## src/rtl/trig_mult_pkg.sv

```systemverilog
// Shared widths and the quarter-wave sine kernel used by the trig-product arbiter.
// Angles are unsigned fractions of a full turn; kernel outputs are signed Q1.15.
package trig_mult_pkg;

    function automatic int id_width(input int n_req);
        return (n_req > 1) ? $clog2(n_req) : 1;
    endfunction

    function automatic int prod_width(input int a_w, input int b_w);
        return a_w + b_w;
    endfunction

    // Credits run 0..depth inclusive, hence depth+1 states.
    function automatic int credit_width(input int depth);
        return $clog2(depth + 1);
    endfunction

    // Sine of a 6-bit phase (64 steps per turn), rounded round(32767*sin), Q1.15.
    function automatic logic signed [15:0] sin_q15(input logic [5:0] phase);
        logic [4:0]  idx;
        logic [15:0] mag;
        idx = phase[4] ? (5'd16 - {1'b0, phase[3:0]}) : {1'b0, phase[3:0]};
        case (idx)
            5'd0:    mag = 16'd0;
            5'd1:    mag = 16'd3212;
            5'd2:    mag = 16'd6393;
            5'd3:    mag = 16'd9512;
            5'd4:    mag = 16'd12539;
            5'd5:    mag = 16'd15446;
            5'd6:    mag = 16'd18204;
            5'd7:    mag = 16'd20787;
            5'd8:    mag = 16'd23170;
            5'd9:    mag = 16'd25329;
            5'd10:   mag = 16'd27245;
            5'd11:   mag = 16'd28898;
            5'd12:   mag = 16'd30273;
            5'd13:   mag = 16'd31356;
            5'd14:   mag = 16'd32137;
            5'd15:   mag = 16'd32609;
            default: mag = 16'd32767;
        endcase
        return phase[5] ? -$signed(mag) : $signed(mag);
    endfunction

endpackage

```

## src/rtl/trig_product_pipe.sv

```systemverilog
// Fixed-latency cos(A)*sin(B) datapath with a matching valid/ID delay line.
// There is no stall: results emerge exactly PIPE_LAT cycles after entry.
module trig_product_pipe
    import trig_mult_pkg::*;
#(
    parameter int A_WIDTH  = 16,
    parameter int B_WIDTH  = 16,
    parameter int PIPE_LAT = 3,
    parameter int ID_W     = 2
) (
    input  logic                       clk,
    input  logic                       rst,
    input  logic                       in_valid,
    input  logic [A_WIDTH-1:0]         in_a,
    input  logic [B_WIDTH-1:0]         in_b,
    input  logic [ID_W-1:0]            in_id,
    output logic                       res_valid,
    output logic [ID_W-1:0]            res_id,
    output logic [A_WIDTH+B_WIDTH-1:0] res_product
);
    localparam int PROD_W = prod_width(A_WIDTH, B_WIDTH);

    logic signed [15:0]        cos_q;
    logic signed [15:0]        sin_q;
    logic signed [31:0]        cos_ext;
    logic signed [31:0]        sin_ext;
    logic signed [A_WIDTH-1:0] cos_k;
    logic signed [B_WIDTH-1:0] sin_k;
    logic signed [PROD_W-1:0]  prod_k;
    logic                      unused_bits;

    logic signed [PROD_W-1:0]  prod_p [PIPE_LAT];
    logic [ID_W-1:0]           id_p   [PIPE_LAT];
    logic [PIPE_LAT-1:0]       vld_p;

    // cos(x) is sin(x + quarter turn); only the top 6 angle bits select the phase.
    assign cos_q   = sin_q15(in_a[A_WIDTH-1 -: 6] + 6'd16);
    assign sin_q   = sin_q15(in_b[B_WIDTH-1 -: 6]);
    assign cos_ext = {cos_q, 16'd0};
    assign sin_ext = {sin_q, 16'd0};
    assign cos_k   = cos_ext[31 -: A_WIDTH];
    assign sin_k   = sin_ext[31 -: B_WIDTH];
    assign prod_k  = PROD_W'(cos_k) * PROD_W'(sin_k);

    assign unused_bits = ^{in_a, in_b, cos_ext, sin_ext};

    // Stage 0 registers the product; later stages form a pure delay line.
    always_ff @(posedge clk) begin
        prod_p[0] <= prod_k;
        id_p[0]   <= in_id;
        for (int i = 1; i < PIPE_LAT; i++) begin
            prod_p[i] <= prod_p[i-1];
            id_p[i]   <= id_p[i-1];
        end
    end

    always_ff @(posedge clk) begin
        if (rst) begin
            vld_p <= '0;
        end else begin
            vld_p[0] <= in_valid;
            for (int i = 1; i < PIPE_LAT; i++) begin
                vld_p[i] <= vld_p[i-1];
            end
        end
    end

    assign res_valid   = vld_p[PIPE_LAT-1];
    assign res_id      = id_p[PIPE_LAT-1];
    assign res_product = prod_p[PIPE_LAT-1];

endmodule

```

## src/rtl/trig_mult_arbiter.sv

```systemverilog
// Round-robin front end sharing one trig-product pipe between N_REQ requesters,
// with credit flow control into an in-order tagged result FIFO.
module trig_mult_arbiter
    import trig_mult_pkg::*;
#(
    parameter int N_REQ      = 4,
    parameter int A_WIDTH    = 16,
    parameter int B_WIDTH    = 16,
    parameter int PIPE_LAT   = 3,
    parameter int FIFO_DEPTH = 8
) (
    input  logic                                   CLK,
    input  logic                                   RST,
    input  logic [N_REQ-1:0]                       REQ_VALID,
    output logic [N_REQ-1:0]                       REQ_READY,
    input  logic [N_REQ*A_WIDTH-1:0]               REQ_A,
    input  logic [N_REQ*B_WIDTH-1:0]               REQ_B,
    output logic                                   OUT_VALID,
    input  logic                                   OUT_READY,
    output logic [id_width(N_REQ)-1:0]             OUT_ID,
    output logic [prod_width(A_WIDTH, B_WIDTH)-1:0] OUT_PRODUCT,
    output logic                                   BUSY
);
    localparam int ID_W   = id_width(N_REQ);
    localparam int SUM_W  = ID_W + 1;
    localparam int PROD_W = prod_width(A_WIDTH, B_WIDTH);
    localparam int CRED_W = credit_width(FIFO_DEPTH);
    localparam int ADDR_W = $clog2(FIFO_DEPTH);
    localparam logic [CRED_W-1:0] FULL_CREDITS = CRED_W'(FIFO_DEPTH);

    logic [ID_W-1:0]    ptr;
    logic [ID_W-1:0]    grant;
    logic [SUM_W-1:0]   cand;
    logic               grant_found;
    logic               issue;
    logic               pop;
    logic [CRED_W-1:0]  credits;
    logic [A_WIDTH-1:0] issue_a;
    logic [B_WIDTH-1:0] issue_b;

    logic               res_valid;
    logic [ID_W-1:0]    res_id;
    logic [PROD_W-1:0]  res_product;

    logic [ADDR_W:0]    wr_ptr;
    logic [ADDR_W:0]    rd_ptr;
    logic [ID_W-1:0]    id_mem   [FIFO_DEPTH];
    logic [PROD_W-1:0]  prod_mem [FIFO_DEPTH];
    logic               fifo_empty;
    logic               fifo_full;

    // Scan from ptr upward with wrap; the lowest offset that is valid wins.
    always_comb begin
        grant       = ptr;
        grant_found = 1'b0;
        cand        = '0;
        for (int k = N_REQ - 1; k >= 0; k--) begin
            cand = {1'b0, ptr} + SUM_W'(k);
            if (cand >= SUM_W'(N_REQ)) begin
                cand = cand - SUM_W'(N_REQ);
            end
            if (REQ_VALID[cand[ID_W-1:0]]) begin
                grant       = cand[ID_W-1:0];
                grant_found = 1'b1;
            end
        end
    end

    always_comb begin
        REQ_READY = '0;
        if (!RST && grant_found && credits != '0) begin
            REQ_READY[grant] = 1'b1;
        end
    end

    assign issue   = |(REQ_VALID & REQ_READY);
    assign pop     = OUT_VALID && OUT_READY;
    assign issue_a = REQ_A[grant*A_WIDTH +: A_WIDTH];
    assign issue_b = REQ_B[grant*B_WIDTH +: B_WIDTH];

    trig_product_pipe #(
        .A_WIDTH  (A_WIDTH),
        .B_WIDTH  (B_WIDTH),
        .PIPE_LAT (PIPE_LAT),
        .ID_W     (ID_W)
    ) u_pipe (
        .clk         (CLK),
        .rst         (RST),
        .in_valid    (issue),
        .in_a        (issue_a),
        .in_b        (issue_b),
        .in_id       (grant),
        .res_valid   (res_valid),
        .res_id      (res_id),
        .res_product (res_product)
    );

    // Credits cover in-flight plus buffered results, so the pipe can never overrun the FIFO.
    always_ff @(posedge CLK) begin
        if (RST) begin
            ptr     <= '0;
            credits <= FULL_CREDITS;
            wr_ptr  <= '0;
            rd_ptr  <= '0;
        end else begin
            if (issue) begin
                ptr <= (grant == ID_W'(N_REQ - 1)) ? '0 : grant + 1'b1;
            end
            case ({issue, pop})
                2'b10:   credits <= credits - 1'b1;
                2'b01:   credits <= credits + 1'b1;
                default: credits <= credits;
            endcase
            if (res_valid) begin
                wr_ptr <= wr_ptr + 1'b1;
            end
            if (pop) begin
                rd_ptr <= rd_ptr + 1'b1;
            end
        end
    end

    always_ff @(posedge CLK) begin
        if (res_valid) begin
            id_mem[wr_ptr[ADDR_W-1:0]]   <= res_id;
            prod_mem[wr_ptr[ADDR_W-1:0]] <= res_product;
        end
    end

    assign fifo_empty = (wr_ptr == rd_ptr);
    assign fifo_full  = (wr_ptr[ADDR_W] != rd_ptr[ADDR_W]) &&
                        (wr_ptr[ADDR_W-1:0] == rd_ptr[ADDR_W-1:0]);

    assign OUT_VALID   = !fifo_empty;
    assign OUT_ID      = fifo_empty ? '0 : id_mem[rd_ptr[ADDR_W-1:0]];
    assign OUT_PRODUCT = fifo_empty ? '0 : prod_mem[rd_ptr[ADDR_W-1:0]];
    assign BUSY        = (credits != FULL_CREDITS);

    assert property (@(posedge CLK) disable iff (RST) !(fifo_full && res_valid));

endmodule

```

## config.mk

```make
export PLATFORM = sky130hd
export DESIGN_NAME = trig_mult_arbiter
export DESIGN_NICKNAME = d
export VERILOG_FILES = /design/src/rtl/trig_mult_pkg.sv /design/src/rtl/trig_product_pipe.sv /design/src/rtl/trig_mult_arbiter.sv
export SDC_FILE = /design/constraint.sdc
export NUM_CORES = 1
export LEC_CHECK = 0
export ABC_CLOCK_PERIOD_IN_PS = 30800
export CORE_UTILIZATION = 50
export DETAILED_ROUTE_END_ITERATION = 10
export PLACE_DENSITY = 0.8
export SYNTH_ARGS = -nofsm -noshare
export SYNTH_HDL_FRONTEND = slang
export SYNTH_SLANG_ARGS = --single-unit
```

## constraint.sdc

```tcl
create_clock -name CLK -period 30.8 [get_ports CLK]
set_input_delay 9.24 -clock CLK [delete_from_list [all_inputs] [get_ports CLK]]
set_output_delay 9.24 -clock CLK [all_outputs]
set_load 0.03 [all_outputs]
```

* Yosys cells after proc, flatten, opt, wreduce, memory -nomap -nowiden
Memories as Yosys holds them, arrays and structs flattened. A register that Yosys moved wholly into a read port is not among the register bits.
Cells that the tools add are included.
** Operators by class
- Add/sub/neg operators :: 17
- $mul :: 1
- Order comparisons :: 10
- Eq/ne operators :: 5
- Shift operators :: 2
- Mux-type cells :: 39
- Bitwise operators :: 1
- Reduce and logical (&&, ||, !) cells :: 9
** Operators by type and width (count)
- 64-bit by 7-bit indexed part select with 16-bit output :: 2
- 16-bit 2-to-1 mux :: 4
- 16-bit by 16-bit multiplier with 32-bit output :: 1
- 32-bit 2-to-1 mux :: 1
- 16-bit negator :: 2
- 2-bit 2-to-1 mux :: 10
- 2-bit by 3-bit less-than comparator with 1-bit output, second input constant :: 5
- 4-bit by 1-bit adder with 4-bit output, second input constant :: 3
- 3-bit 2-to-1 mux :: 4
- 1-bit 2-to-1 mux :: 11
- 5-bit 2-to-1 mux :: 2
- 5-bit by 4-bit subtractor with 5-bit output, first input constant :: 2
- 3-bit >= comparator, second input constant :: 3
- 1-bit binary-select mux with 2-bit select :: 4
- 4-bit case mux with 2 select lines :: 1
- 2-bit by 1-bit subtractor with 2-bit output, second input constant :: 4
- 2-bit by 2-bit adder with 3-bit output, second input constant :: 2
- 6-bit by 5-bit adder with 6-bit output, second input constant :: 1
- 4-bit bitwise AND :: 1
- 2-bit equality test, second input constant :: 2
- 4-bit equality test :: 1
- 1-bit logical AND :: 4
- 4-bit 2-to-1 mux :: 1
- 4-bit inequality test, second input constant :: 1
- 11 further kinds :: 12
** Word-level totals
- Register bits :: 17
- Bits in writable memories :: 374
- Memory bits (read-only) :: 480
- Word-level logic and storage cells :: 95
- Memories :: 6
** Memory list
- prod_mem :: depth 8, width 32, rd ports 1, clocked after Yosys merged registers in 1, wr ports 1, line trig_mult_arbiter.sv:48 : logic [PROD_W-1:0] prod_mem [FIFO_DEPTH];
- (no name shown) :: depth 16, width 15, rd ports 1, clocked after Yosys merged registers in 0, wr ports 0, line trig_mult_pkg.sv:23 : case (idx)
- (no name shown) :: depth 16, width 15, rd ports 1, clocked after Yosys merged registers in 0, wr ports 0, line trig_mult_pkg.sv:23
- u_pipe.prod_p :: depth 3, width 32, rd ports 3, clocked after Yosys merged registers in 0, wr ports 3, line trig_product_pipe.sv:32 : logic signed [PROD_W-1:0] prod_p [PIPE_LAT];
- id_mem :: depth 8, width 2, rd ports 1, clocked after Yosys merged registers in 1, wr ports 1, line trig_mult_arbiter.sv:47 : logic [ID_W-1:0] id_mem [FIFO_DEPTH];
- u_pipe.id_p :: depth 3, width 2, rd ports 3, clocked after Yosys merged registers in 0, wr ports 3, line trig_product_pipe.sv:33 : logic [ID_W-1:0] id_p [PIPE_LAT];

* Logic depth before layout (Yosys ltp)
- Depth after elaboration :: 18
- Mapped depth :: 49
- Gate-level depth less buffers :: 45

* By module
From an unflattened synthesis, not the netlist that was laid out.
** Second synthesis, totals
- Cell total of the unflattened synthesis :: 2248
- Area total of the unflattened synthesis :: 26877.0 um^2
** Modules (own cells, without submodules)
- trig_product_pipe :: instances 1, cells each 1591, area each 14462.6 um^2, seq. area each 2102.0 um^2
- trig_mult_arbiter :: instances 1, cells each 657, area each 12414.4 um^2, seq. area each 8508.2 um^2

* Worst setup path after synthesis
Ideal clock, no wire load.
- Kind :: in2reg
- Start :: input port REQ_VALID[0]
- End :: memory u_pipe.prod_p[0][31] (netlist bit)
- Arrival time :: 20.092 ns
- Data required time :: 30.721 ns
- Path slack :: 10.629 ns
- Stages on the path :: 45
- Path buffers :: 4
- Path through :: and2b_1 -> or4_4 -> nand2_2 -> inv_2 -> buf_6 -> mux2i_1 -> mux2i_2 -> inv_2 -> ha_1 -> a21oi_1 -> inv_1 -> ha_1 -> clkbuf_1 -> or3_1 -> a31oi_4 -> clkbuf_1 -> ha_1 -> o211ai_1 -> [... 9 more ...] -> fa_1 -> fa_1 -> inv_1 -> fa_1 -> inv_1 -> ha_1 -> a21o_1 -> a21o_1 -> a21oi_1 -> o21ai_0 -> a21oi_1 -> nor2b_1 -> a41o_1 -> o41ai_1 -> nor2b_1 -> o21a_1 -> o21a_1 -> o211ai_1
** RTL lines
- from (decl) :: line trig_mult_arbiter.sv:14 : input logic [N_REQ-1:0] REQ_VALID,
- to (decl) :: line trig_product_pipe.sv:32

==> metrics.md <==
| Metric | Value |
|---|---|
| Number of global-route vias before repair | 17,119 |
| Nets@finish | 2,745 |
| DR pass1 iterations | 5 |
| GR Util met1 | 0.270 |
| Share of the synthesized area in the top cell type | 0.315 |
| Grt total ovfl | 0 |
| Slew HR | 0.255 |
| Crit path DAT | 23,030 ps |
| Final Hold Fails | 0 |
| Die X | 230 um |
| Root Driver | clkbuf_16 |
| Detailed-route via count | 16,290 |
| Mapped cell area | 25,900 sq um |
| Status | completed |
| Multi-input logic area | 13,800 sq um |
| Critical path class | in -> reg |
| Post-synthesis area per instance | 12.0 sq um |
| Cts hold-fix bufs | 0 |
| DR WL/cell | 18.2 um |
| Fill cell count | 4,112 |
| Area Overhead vs Synth | 11.1% |
| Fin Setup TNS | 0 ps |
| Placer Congestion | 0.903 |
| Post-Layout Cell Count | 2,944 |
| #FFs+latches synth | 394 |
| Reg2Reg Setup Slack | 17,150 ps |
| Clock Latency Late Sink | 530 ps |
| CTS tree | done |
| Worst Hold Class | reg -> reg |
| Initial antenna violation count | 0 |
| CTS Buffer Depth | 3 |
| CP max FO | 19 |
| Sequential cell area fraction in the yosys report | 0.409 |
| CP max stage cell | xor2_2 |
| TritonCTS buffer count | 36 |
| CTS HTree Levels | 2 |
| Top-Level Pins | 175 |
| Fin. max-slew vios | 0 |
| Drt drc | 0 |
| Number of synthesized flops with an enable pin | 272 |
| Primary FF master, synth | edfxtp_1 |
| Starting Density | 0.505 |
| Max Clk Rate | 44.3 MHz |
| Reg2reg end | u_pipe.prod_p[0][31] |
| IO buf count | 94 |
| Shortest period the worst path allows | 22,590 ps |
| RSZ-0062 raised after global routing | false |
| Crit. End Element | flop |
| # resized after CTS | 0 |
| Core Footprint | 51,300 sq um |
| Mapped Nets | 2,659 |
| Dpl hpwl | 37,900 um |
| FF-to-FF Start | ptr[0] |
| Global routing's busiest layer | met2 |
| Setup-failing EPs final | 0 |
| Die Height | 230 um |
| Crit-path max cell delay | 810 ps |
| Share of cells above drive strength 1 | 0.0972 |
| Worst setup SP type | input port |
| Cells after synthesis | 2,151 |
| Initial DRC count | 1,072 |
| Max Cap Viol | 0 |
| ANT nets after route | 0 |
| N_diodes | 0 |
| FP Rows | 83 |
| Yosys cell types | 93 |
| Global-route wire length before repair | 88,000 um |
| Hold_sp | u_pipe.prod_p[0][59] |
| Post-Place Cells | 2,879 |
| Storage cell area | 10,600 sq um |
| Worst Skew | 26.2 ps |
| Drt via density | 5.53 |
| Crit share post-route | 0.733 |
| Clock-pin slew on the worst setup and hold paths | 70 ps |
| Largest net degree at the start of global routing | 68 |
| Sink Count | 394 |
| CP endpoint | u_pipe.prod_p[0][31] |
| CP startpoint | REQ_VALID[3] |
| DRT Wirelength | 53,600 um |
| GR Util met3 | 0.0261 |
| FFs w/ async S/R, synth | 0 |
| Tightest Pin Transition | 1110 ps |
| Die area | 52,700 sq um |
| Yosys warns | 0 |
| Reg2Reg Depth | 40 |
| Met2 Resource Use GR | 0.368 |
| Cell taking the most area after synthesis | edfxtp_1 |
| Leading post-synthesis cells by cell area | edfxtp_1 32%, fa_1 20%, dfxtp_1 9.4% |
| Post-CTS Setup Inserts | 0 |
| CP required | 31,240 ps |
| Global Route Usage Sum | 0.209 |
| Worst path most repeated cell | fa_1 |
[worst max-delay path, delay by kind of cell]
family | cells | cell delay (ps)
buffers and inverters | 6 | 1380
multiplexers | 2 | 740
adder cells (fa/ha/maj) | 10 | 4540
XOR/XNOR | 1 | 810
AND/OR/NAND/NOR | 8 | 2430
AO/OA/AOI/OAI | 14 | 3830
[synth_stat cells, types with 47 or more instances]
cell type  instances
mux2i_1           50
nor2_1           188
ha_1             109
nand2_1          167
xnor2_1           53
dfxtp_1          122
edfxtp_1         272
inv_1            325
fa_1             264
a21oi_1           47
clkbuf_1          47
mux4_2            70
[worst min-delay path by stage]
stage | to | cells past startpoint
after floorplan | u_pipe.id_p[0][2] | 0
after global placement | u_pipe.prod_p[0][64] | 0
after detailed placement | u_pipe.prod_p[0][42] | 0
after CTS | u_pipe.prod_p[0][54] | 0
after global routing | u_pipe.prod_p[0][72] | 0
final | u_pipe.prod_p[0][91] | 0
[state kept, by name, indices dropped and copies added, names as in the netlist, named ones only]
signal,count
u_pipe.prod_p,96
ptr,2
prod_mem,256
u_pipe.id_p,6
credits,4
wr_ptr,4
rd_ptr,4
id_mem,16
u_pipe.vld_p,3
[per-layer routing]
| metal | part of all wire | vias up |
|---|---|---|
| li1 | - | 7414 |
| met1 | 0.41 | 8264 |
| met2 | 0.51 | 509 |
| met3 | 0.055 | 103 |
| met4 | 0.024 | 0 |
| met5 | 0 | - |
[through the flow]
stage / utilization / instance area [sq um] / hold WS [ps] / setup WS [ps]
after global placement: 0.539 / 27600 / 311 / 7930
after floorplan: - / 25900 / 310 / 10630
final: 0.561 / 28800 / 318 / 8210
after global routing: 0.561 / 28800 / 325 / 7420
after detailed placement: 0.539 / 27600 / 312 / 7750
after CTS: 0.561 / 28800 / 319 / 8300
[cell usage in the layout (no fill, tap or decap), types with 5 or more instances in the layout]
cell	instances
a21o_1	16
a31oi_1	14
nand2b_1	17
nand3_1	24
fa_1	264
a211o_1	5
clkbuf_16	39
a21oi_1	47
clkinv_2	6
ha_1	109
o31ai_1	6
and3_1	15
o21bai_1	11
clkbuf_1	9
mux2i_1	50
xnor2_1	53
and2_1	24
inv_1	325
a211oi_1	11
clkbuf_8	5
nand4_1	13
nor2b_1	25
mux4_2	70
nor2_1	182
or2_2	13
o21ai_1	5
edfxtp_1	272
xor2_1	33
nor2_2	10
nor3_1	22
o211ai_1	14
o21ai_0	33
buf_4	27
dfxtp_1	119
nand2_1	167
clkdlybuf4s50_1	94
o21a_1	8
nor2_4	6
[cell families after synthesis]
logic type | after synthesis | share of synthesized area
adder cells (fa/ha/maj) | 373 | 0.257
AND/OR/NAND/NOR | 549 | 0.0993
AO/OA/AOI/OAI | 222 | 0.0610
multiplexers | 123 | 0.0820
XOR/XNOR | 89 | 0.0310
buffers and inverters | 401 | 0.0607
flip-flops | 394 | 0.409
[area by class of cell]
class	count	share of cell area
multi-input cells	1356	0.479
flip-flops and latches	394	0.369
clock inverters	12	0.00287
well taps	680	0.0295
repair buffers	121	0.0397
clock buffers	53	0.0375
inverters	328	0.0428
Power is not shown: default switching activity piles up to over one toggle a cycle in this logic, so the estimate is an artifact.
